==> src/rtl/seg_pkg.sv <==
// Shared constants for the seven-segment scan driver: hex glyph table,
// blanked-segment value and the digit grouping used for leading-zero blanking.
package seg_pkg;

    localparam int DIGITS_PER_WORD = 8;

    localparam logic [7:0] SEG_OFF = 8'h00;

    // Segment patterns in gfedcba order, indexed by nibble value
    localparam logic [6:0] HEX_SEG [16] = '{
        7'h3F, 7'h06, 7'h5B, 7'h4F, 7'h66, 7'h6D, 7'h7D, 7'h07,
        7'h7F, 7'h6F, 7'h77, 7'h7C, 7'h39, 7'h5E, 7'h79, 7'h71
    };

    function automatic logic [6:0] hex_to_seg(input logic [3:0] nib);
        return HEX_SEG[nib];
    endfunction

endpackage

==> src/rtl/btn_debounce.sv <==
// Push-button conditioner: two-flop synchroniser, consecutive-sample debounce
// counter and a one-cycle pulse on each accepted 0->1 transition.
module btn_debounce #(
    parameter int DEBOUNCE_CYC = 1000000
) (
    input  logic clk,
    input  logic rst_n,
    input  logic btn_in,
    output logic rise
);

    localparam int CW = $clog2(DEBOUNCE_CYC + 1);

    logic [1:0]    sync_q, sync_d;
    logic          stable_q, stable_d;
    logic          rise_q, rise_d;
    logic [CW-1:0] cnt_q, cnt_d;

    // Count cycles the synchronised level disagrees with the accepted level;
    // any agreeing sample restarts the count.
    always_comb begin
        sync_d   = {sync_q[0], btn_in};
        stable_d = stable_q;
        rise_d   = 1'b0;
        cnt_d    = '0;
        if (sync_q[1] != stable_q) begin
            if (cnt_q == CW'(DEBOUNCE_CYC - 1)) begin
                stable_d = sync_q[1];
                rise_d   = sync_q[1];
            end else begin
                cnt_d = cnt_q + CW'(1);
            end
        end
    end

    always_ff @(posedge clk or negedge rst_n) begin
        if (!rst_n) begin
            sync_q   <= '0;
            stable_q <= 1'b0;
            rise_q   <= 1'b0;
            cnt_q    <= '0;
        end else begin
            sync_q   <= sync_d;
            stable_q <= stable_d;
            rise_q   <= rise_d;
            cnt_q    <= cnt_d;
        end
    end

    assign rise = rise_q;

endmodule

==> src/rtl/seg_scan_pages.sv <==
// Multiplexed seven-segment scan driver with paged data, PWM brightness,
// optional leading-zero blanking and a hold snapshot of all pages.
module seg_scan_pages
    import seg_pkg::*;
#(
    parameter int DIGITS       = 16,
    parameter int PAGES        = 4,
    parameter int SCAN_DIV     = 50000,
    parameter int DEBOUNCE_CYC = 1000000,
    parameter int LZ_BLANK     = 0
) (
    input  logic                                        clk,
    input  logic                                        rst_n,
    input  logic [PAGES*DIGITS*4-1:0]                   data,
    input  logic [DIGITS-1:0]                           dp,
    input  logic                                        page_btn,
    input  logic                                        hold,
    input  logic [3:0]                                  brightness,
    output logic [((PAGES > 1) ? $clog2(PAGES) : 1)-1:0] page,
    output logic [DIGITS-1:0]                           seg_sel_n,
    output logic [7:0]                                  seg
);

    localparam int PW   = (PAGES > 1) ? $clog2(PAGES) : 1;
    localparam int DW   = (DIGITS > 1) ? $clog2(DIGITS) : 1;
    localparam int SW   = $clog2(SCAN_DIV);
    localparam int STEP = SCAN_DIV / 16;
    localparam int WW   = DIGITS * 4;

    logic [SW-1:0]         slot_q, slot_d;
    logic [DW-1:0]         digit_q, digit_d;
    logic [PW-1:0]         page_q, page_d;
    logic [2:0]            hold_sync_q, hold_sync_d;
    logic [PAGES*WW-1:0]   snap_q, snap_d;
    logic [DIGITS-1:0]     seg_sel_n_q, seg_sel_n_d;
    logic [7:0]            seg_q, seg_d;
    logic                  btn_rise;

    logic [PAGES*WW-1:0]   src;
    logic [WW-1:0]         word;
    logic [3:0]            nib;
    logic                  lit;
    logic                  nonzero_above;
    logic                  blank;

    btn_debounce #(.DEBOUNCE_CYC(DEBOUNCE_CYC)) u_page_btn (
        .clk    (clk),
        .rst_n  (rst_n),
        .btn_in (page_btn),
        .rise   (btn_rise)
    );

    always_comb begin
        slot_d  = slot_q + SW'(1);
        digit_d = digit_q;
        if (slot_q == SW'(SCAN_DIV - 1)) begin
            slot_d  = '0;
            digit_d = (digit_q == DW'(DIGITS - 1)) ? '0 : digit_q + DW'(1);
        end

        page_d = page_q;
        if (btn_rise) begin
            page_d = (int'(page_q) == PAGES - 1) ? '0 : page_q + PW'(1);
        end

        // Stage 2 of the hold pipeline rising loads the snapshot; stage 3
        // switches the display source in the same cycle the load lands.
        hold_sync_d = {hold_sync_q[1:0], hold};
        snap_d      = (hold_sync_q[1] && !hold_sync_q[2]) ? data : snap_q;

        src  = hold_sync_q[2] ? snap_q : data;
        word = src[int'(page_q)*WW +: WW];
        nib  = word[int'(digit_q)*4 +: 4];
        lit  = 32'(slot_q) < (32'(brightness) + 32'd1) * 32'(STEP);

        nonzero_above = 1'b0;
        for (int i = 0; i < DIGITS; i++) begin
            if ((i / DIGITS_PER_WORD) == (int'(digit_q) / DIGITS_PER_WORD) &&
                i >= int'(digit_q) && word[i*4 +: 4] != 4'h0) begin
                nonzero_above = 1'b1;
            end
        end
        blank = (LZ_BLANK != 0) && ((int'(digit_q) % DIGITS_PER_WORD) != 0) && !nonzero_above;

        seg_sel_n_d = '1;
        seg_d       = SEG_OFF;
        if (lit) begin
            seg_sel_n_d = ~(DIGITS'(1) << digit_q);
            if (!blank) begin
                seg_d = {dp[digit_q], hex_to_seg(nib)};
            end
        end
    end

    always_ff @(posedge clk or negedge rst_n) begin
        if (!rst_n) begin
            slot_q      <= '0;
            digit_q     <= '0;
            page_q      <= '0;
            hold_sync_q <= '0;
            snap_q      <= '0;
            seg_sel_n_q <= '1;
            seg_q       <= SEG_OFF;
        end else begin
            slot_q      <= slot_d;
            digit_q     <= digit_d;
            page_q      <= page_d;
            hold_sync_q <= hold_sync_d;
            snap_q      <= snap_d;
            seg_sel_n_q <= seg_sel_n_d;
            seg_q       <= seg_d;
        end
    end

    assign page      = page_q;
    assign seg_sel_n = seg_sel_n_q;
    assign seg       = seg_q;

endmodule

==> config.mk <==
export PLATFORM = sky130hd
export DESIGN_NAME = seg_scan_pages
export DESIGN_NICKNAME = d
export VERILOG_FILES = /design/src/rtl/seg_pkg.sv /design/src/rtl/btn_debounce.sv /design/src/rtl/seg_scan_pages.sv
export SDC_FILE = /design/constraint.sdc
export NUM_CORES = 1
export LEC_CHECK = 0
export ABC_CLOCK_PERIOD_IN_PS = 4900
export BUFFER_PORTS_ARGS = -buffer_cell sky130_fd_sc_hd__buf_4
export CORE_MARGIN = 1
export CORE_UTILIZATION = 45
export DETAILED_ROUTE_END_ITERATION = 8
export HOLD_SLACK_MARGIN = 0.1
export PLACE_DENSITY = 0.64
export SYNTH_ARGS = -nofsm -noshare
export SYNTH_HDL_FRONTEND = slang
export SYNTH_SLANG_ARGS = --single-unit
==> constraint.sdc <==
create_clock -name clk -period 4.9 [get_ports clk]
set_clock_uncertainty 0.05 [all_clocks]
set_input_delay 0.49 -clock clk [delete_from_list [all_inputs] [get_ports clk]]
set_output_delay 0.49 -clock clk [all_outputs]
set_load 0.005 [all_outputs]
Word level (Yosys, flattened, before mapping)
Memories as Yosys holds them, arrays and structs flattened.
Index checks and enable logic that the tools add are counted.
W data, S select, Z words.
{"block": "word_totals", "wordCells": 48, "inputBits": 280, "regBits": 329, "n_memories": 1, "out_inout_bits": 26, "rom_bits": 112}
{"name": "(no name shown)", "depth": 16, "word_bits": 7, "rd": 1, "rd_ports_with_merged_regs": 0, "write_ports": 0, "line_no": "seg_pkg.sv:16", "text": "return HEX_SEG[nib];"}
{"block": "classes", "n_mux": 14, "n_shift": 3, "n_bitwise": 2, "n_lt_le_gt_ge": 3, "n_mul": 1, "add_sub_neg": 5, "n_eq_ne": 5, "reduce_logical": 3}
{"op": "$mux W256", "count": 1}
{"op": "$shiftx A256 B9 Y64", "count": 1}
{"op": "$shiftx A64 B7 Y4", "count": 1}
{"op": "$mux W20", "count": 2}
{"op": "$mux W16", "count": 2}
{"op": "$add A20 B1 Y20 const B", "count": 1}
{"op": "$eq A20 B20 Y1 const B", "count": 1}
{"op": "$lt A16 B17 Y1", "count": 1}
{"op": "$mul A5 B12 Y17 const B", "count": 1}
{"op": "$add A16 B1 Y16 const B", "count": 1}
{"op": "$eq A16 B16 Y1 const B", "count": 1}
{"op": "$not A16 Y16", "count": 1}
{"op": "$shl A1 B4 Y16 const A", "count": 1}
{"op": "$mux W7", "count": 2}
{"op": "$mux W8", "count": 1}
{"op": "$add A4 B1 Y5 const B", "count": 1}
{"op": "$ge A5 B5 Y1 const B", "count": 1}
{"op": "$lt A4 B5 Y1 const B", "count": 1}
{"op": "$not A4 Y5", "count": 1}
{"op": "$add A4 B1 Y4 const B", "count": 1}
{"op": "$bmux W1 S4", "count": 1}
{"op": "$eq A4 B4 Y1 const B", "count": 1}
{"op": "$mux W4", "count": 1}
{"op": "$mux W1", "count": 3}
{"op": "other kinds (7)", "count": 7}

Longest topological paths before layout
{"block": "logic_depth", "word_depth": 8, "depth_mapped": 23, "depth_no_buf": 22}

By module
A second synthesis with hierarchy kept.
{"block": "unflattened", "hier_cells": 1326, "hier_area_um2": 18281.3}
{"module": "seg_scan_pages", "cells_each": 1219, "seq_area_each_um2": 7652.3, "instances": 1, "area_each_um2": 17096.4}
{"module": "btn_debounce", "cells_each": 107, "seq_area_each_um2": 600.6, "instances": 1, "area_each_um2": 1184.9}

Least setup slack after synthesis
No wires, ideal clock.
{"block": "synth_path", "path_type": "input port to flip-flop", "from": "input port brightness[0]", "to": "register seg_q[0] (netlist: seg[0])", "setup_time_ns": 0.071, "n_path_buf": 0, "required_ns": 4.779, "slack_ns": 0.042, "arrival_ns": 4.737, "path_stages": 20, "path_cell_list": "ha_1 xor2_1 ha_1 xnor2_1 ha_1 ha_1 ha_1 a21o_1 a21oi_1 o21bai_1 a21oi_1 o21bai_1 a311o_1 o211a_1 ha_1 a21oi_1 nand2_1 o21a_1 or4_4 nand4_1"}
{"block": "synth_via", "elab_chain_cells": 4}
{"element": "start: declaration", "line_no": "seg_scan_pages.sv:18", "text": "input logic [3:0] brightness,"}
{"element": "$add A4 B1 Y5", "line_no": "seg_scan_pages.sv:74", "text": "lit = 32'(slot_q) < (32'(brightness) + 32'd1) * 32'(STEP);"}
{"element": "$mul A5 B12 Y17", "line_no": "seg_scan_pages.sv:74"}
{"element": "$lt A16 B17 Y1", "line_no": "seg_scan_pages.sv:74"}
{"element": "$mux W8", "line_no": "seg_scan_pages.sv:87", "text": "if (lit) begin"}
{"element": "named net seg_d[0]", "line_no": "seg_scan_pages.sv:36", "text": "logic [7:0] seg_q, seg_d;"}
{"element": "end signal: assignment", "line_no": "seg_scan_pages.sv:111", "text": "seg_q <= seg_d;"}
{"element": "end: declaration", "line_no": "seg_scan_pages.sv:36"}
The timed path passes the listed nets, and every way through them passes these cells.
A chain may end at the register's enable or synchronous reset.

Final worst setup path
{"block": "layout_path", "from": "input port brightness[0]", "to": "register seg_q[3] (netlist: seg[3])"}
The elaborated chain is that of the path after synthesis.

==> impl_metrics.env <==
export IMPL_status="complete, no violations"
export IMPL_path_buf_inv=1
export IMPL_wl_mm=49.2
export IMPL_r2r_cells=9
export IMPL_area_growth_syn_to_layout_pct=30.9
export IMPL_syn_nets=1694
export IMPL_final_min_clock_period_ns=4.53
export IMPL_cts_sink_count=329
export IMPL_post_cts_buffers=0
export IMPL_nets=2145
export IMPL_holdPathEnd="snap_q[235]"
export IMPL_hold_slack_ns=0.131
export IMPL_syn_area_mm2=0.0184
export IMPL_ys_async_sr_fraction_pct=100
export IMPL_grt_overflow_total=0
export IMPL_comb_power_share_pct=18.8
export IMPL_coreArea_mm2=0.0400
export IMPL_dpl_instance_area_mm2=0.0212
export IMPL_grt_pass1_wl_mm=77.8
export IMPL_worstSetupPathType="in2reg"
export IMPL_drt_initial_drc_count=626
export IMPL_ys_ff_latch=329
export IMPL_grt_max_degree=114
export IMPL_hpwl_mm=33.6
export IMPL_cp_required_ns=5.31
export IMPL_syn_area_per_cell_um2=13.6
export IMPL_report_final_setup_viol=0
export IMPL_critPathTopFamily="compound AO/OA/AOI/OAI gates"
export IMPL_hold_path_startpoint="data[235]"
export IMPL_internal_power_w=0.00560
export IMPL_slowest_delay_ns=0.53
export IMPL_antenna_left=0
export IMPL_p_sw_share_pct=25.1
export IMPL_initial_core_util_pct=45.9
export IMPL_finish_utilization_pct=60.1
export IMPL_p_seq_share_pct=43.0
export IMPL_clockBufferDepth=3
export IMPL_slew_violations=0
export IMPL_cpMaxStageDelayCell="or4_4"
export IMPL_drv_cap=0
export IMPL_cts_buffers=39
export IMPL_p_leak_nw=10.3
export IMPL_synth_edf_count=0
export IMPL_synth_area_leaders="dfrtp_1, mux2_2, mux4_2"
export IMPL_grt_pass1_vias=14078
export IMPL_tightest_slew_ns=1.03
export IMPL_synth_commonest_cells="dfrtp_1, mux2_2, mux4_2"
export IMPL_via_per_inst=5.57
export IMPL_holdCritPathClass="in2reg"
export IMPL_yosys_cell_types_count=68
export IMPL_io_buffers=305
export IMPL_yosys_cell_count_top_type="dfrtp_1"
export IMPL_tritoncts="done"
export IMPL_cp_end_kind="register"
export IMPL_fin_area_mm2=0.0240
export IMPL_synth_top_area_share_pct=42.7
export IMPL_synth_ff_type="dfrtp_1"
export IMPL_path_max_fanout=4
export IMPL_yosysTopAreaCell="dfrtp_1"
export IMPL_post_drt_wl_per_cell_um=20.8
export IMPL_ir_drop_mv=0.234
export IMPL_reg2reg_from="hold_sync_q[2]"
export IMPL_hold_depth=2
export IMPL_clkPwrFrac_pct=38.2
export IMPL_crit_top_cell="ha_1"
export IMPL_track_usage_pct=24.2
export IMPL_fin_crit_sh_pct=92.4
export IMPL_syn_inst=1352
export IMPL_dr_total_vias=13177
export IMPL_rows=73
export IMPL_chipHeight_um=204
export IMPL_fillerInstances=3221
export IMPL_clock_latency_ns=0.56
export IMPL_r2r_setup_slack_ns=0.64
export IMPL_power_switching_w=0.00187
export IMPL_setup_tns_ns=0
export IMPL_antenna_found_initial=10
export IMPL_drt_first_pass_iters=5
export IMPL_root_buffer="clkbuf_16"
export IMPL_drive_gt1_share_pct=44.6
export IMPL_slew_headroom_pct=31.1
export IMPL_clock_fmax_mhz=221
export IMPL_die_w_um=204
export IMPL_crit_chain="buf_4, ha_1, and3_1, ha_1, xnor2_1, ha_1, ha_1, ha_1, a21o_1, a21oi_2, o21bai_1, a21oi_1, o21bai_1, a21oi_1, xor2_1, ha_1, nand4_1, a21oi_1, o31ai_1, a31oi_1, o21a_1, or4_4, o211ai_2"
export IMPL_path_clk_slew_ns=0.06
export IMPL_hold_viol_final=0
export IMPL_seq_area_frac_synth_pct=45.0
export IMPL_drc=0
export IMPL_cp_start_kind="input pin"
export IMPL_cp_arrival_ns=4.94
export IMPL_ios=306
export IMPL_rsz0062_at_grt="no"
export IMPL_power_w=0.00747
export IMPL_ys_warn_count=0
export IMPL_gp_congestion=0.832
export IMPL_h_tree_depth=2
export IMPL_die_area_mm2=0.0416
export IMPL_powerDensity_mw_per_mm2=311
export IMPL_reg2reg_to="seg[3]"
what timing repair did:
item	4_1_cts	5_1_grt
endpoints found under the setup margin	0	2
hold buffers	152	0
gates resized for setup	0	1
hold endpoints to repair	231	0
how the worst max path moves through the flow:
stage          slack, ns     end           from  cells after the start
5_1_grt             0.01  seg[0]  brightness[0]                     23
3_3_place_gp       -0.08  seg[0]  brightness[0]                     21
2_1_floorplan       0.04  seg[0]  brightness[0]                     20
6_report            0.37  seg[3]  brightness[0]                     23
3_5_place_dp       -0.19  seg[3]  brightness[0]                     23
4_1_cts             0.35  seg[3]  brightness[0]                     23
cells in the final DEF (no fill, tap or decap), drive strengths merged, types with 8 or more instances in the layout:
cell type,count
a31oi,10
mux2,259
mux2i,45
inv,26
ha,61
a21oi,24
dlygate4sd3,152
nor2,46
o21ai,16
nor3,11
xor2,18
clkinv,12
diode,9
dfrtp,313
a22oi,36
clkbuf,57
nand4,15
buf,340
mux4,122
and3,8
nor2b,19
nand3,39
dfstp,16
nand2,58
xnor2,24
and2,12
stage by stage:
| stage | cells | worst slack (ns) |
|---|---|---|
| 4_1_cts | 2358 | 0.354 |
| 5_1_grt | 2366 | 0.0120 |
| 3_3_place_gp | 2135 | -0.0828 |
| 2_1_floorplan | 1352 | 0.0424 |
| 3_5_place_dp | 2135 | -0.192 |
| 6_report | 2367 | 0.372 |
state kept, by name, indices dropped and copies added (netlist names):
register,count
digit_q,4
hold_sync_q,3
page,2
seg,8
seg_sel_n,16
slot_q,16
snap_q,256
u_page_btn.cnt_q,20
u_page_btn.rise,1
u_page_btn.stable_q,1
u_page_btn.sync_q,2
final cells by class:
cell class | count | area (µm²) | share of cell area (%)
clock buffer | 57 | 1150 | 4.81
antenna | 9 | 22.5 | 0.0937
timing repair buffer | 492 | 4170 | 17.3
tap | 525 | 657 | 2.73
multi-input combinational | 915 | 9560 | 39.8
clock inverter | 14 | 113 | 0.469
sequential | 329 | 8260 | 34.4
inverter | 26 | 97.6 | 0.406
metal layers:
| layer | part of all wire [%] | vias up | routed length (µm) | GRT usage, % |
|---|---|---|---|---|
| li1 | - | 6074 | - | - |
| met1 | 43 | 6718 | 21200 | 31.7 |
| met2 | 49 | 317 | 24200 | 40.4 |
| met3 | 5.5 | 66 | 2710 | 4.86 |
| met4 | 2.1 | 2 | 1050 | 7.17 |
| met5 | 0.037 | - | 18 | 0 |
power by group through the flow:
stage / combinational, W / clock, W / sequential [W]
after floorplan: 0.000856 / 0 / 0.00319
after global placement: 0.00127 / 0 / 0.00323
after detailed placement: 0.00131 / 0 / 0.00325
after CTS: 0.00141 / 0.00294 / 0.00320
after global routing: 0.00154 / 0.00304 / 0.00325
final: 0.00140 / 0.00285 / 0.00321
kinds of logic (layout without fill, tap and decap cells):
family	Yosys count	in the layout	share of synthesized area, %
simple gates	248	248	7.00
flops	329	329	45.0
compound gates	137	137	5.32
buf+inv	108	589	3.09
other cells	0	9	0
xor+xnor	42	42	2.00
fa+ha+maj	62	62	4.27
mux	426	426	33.4
(Power assumes the default switching activity.)
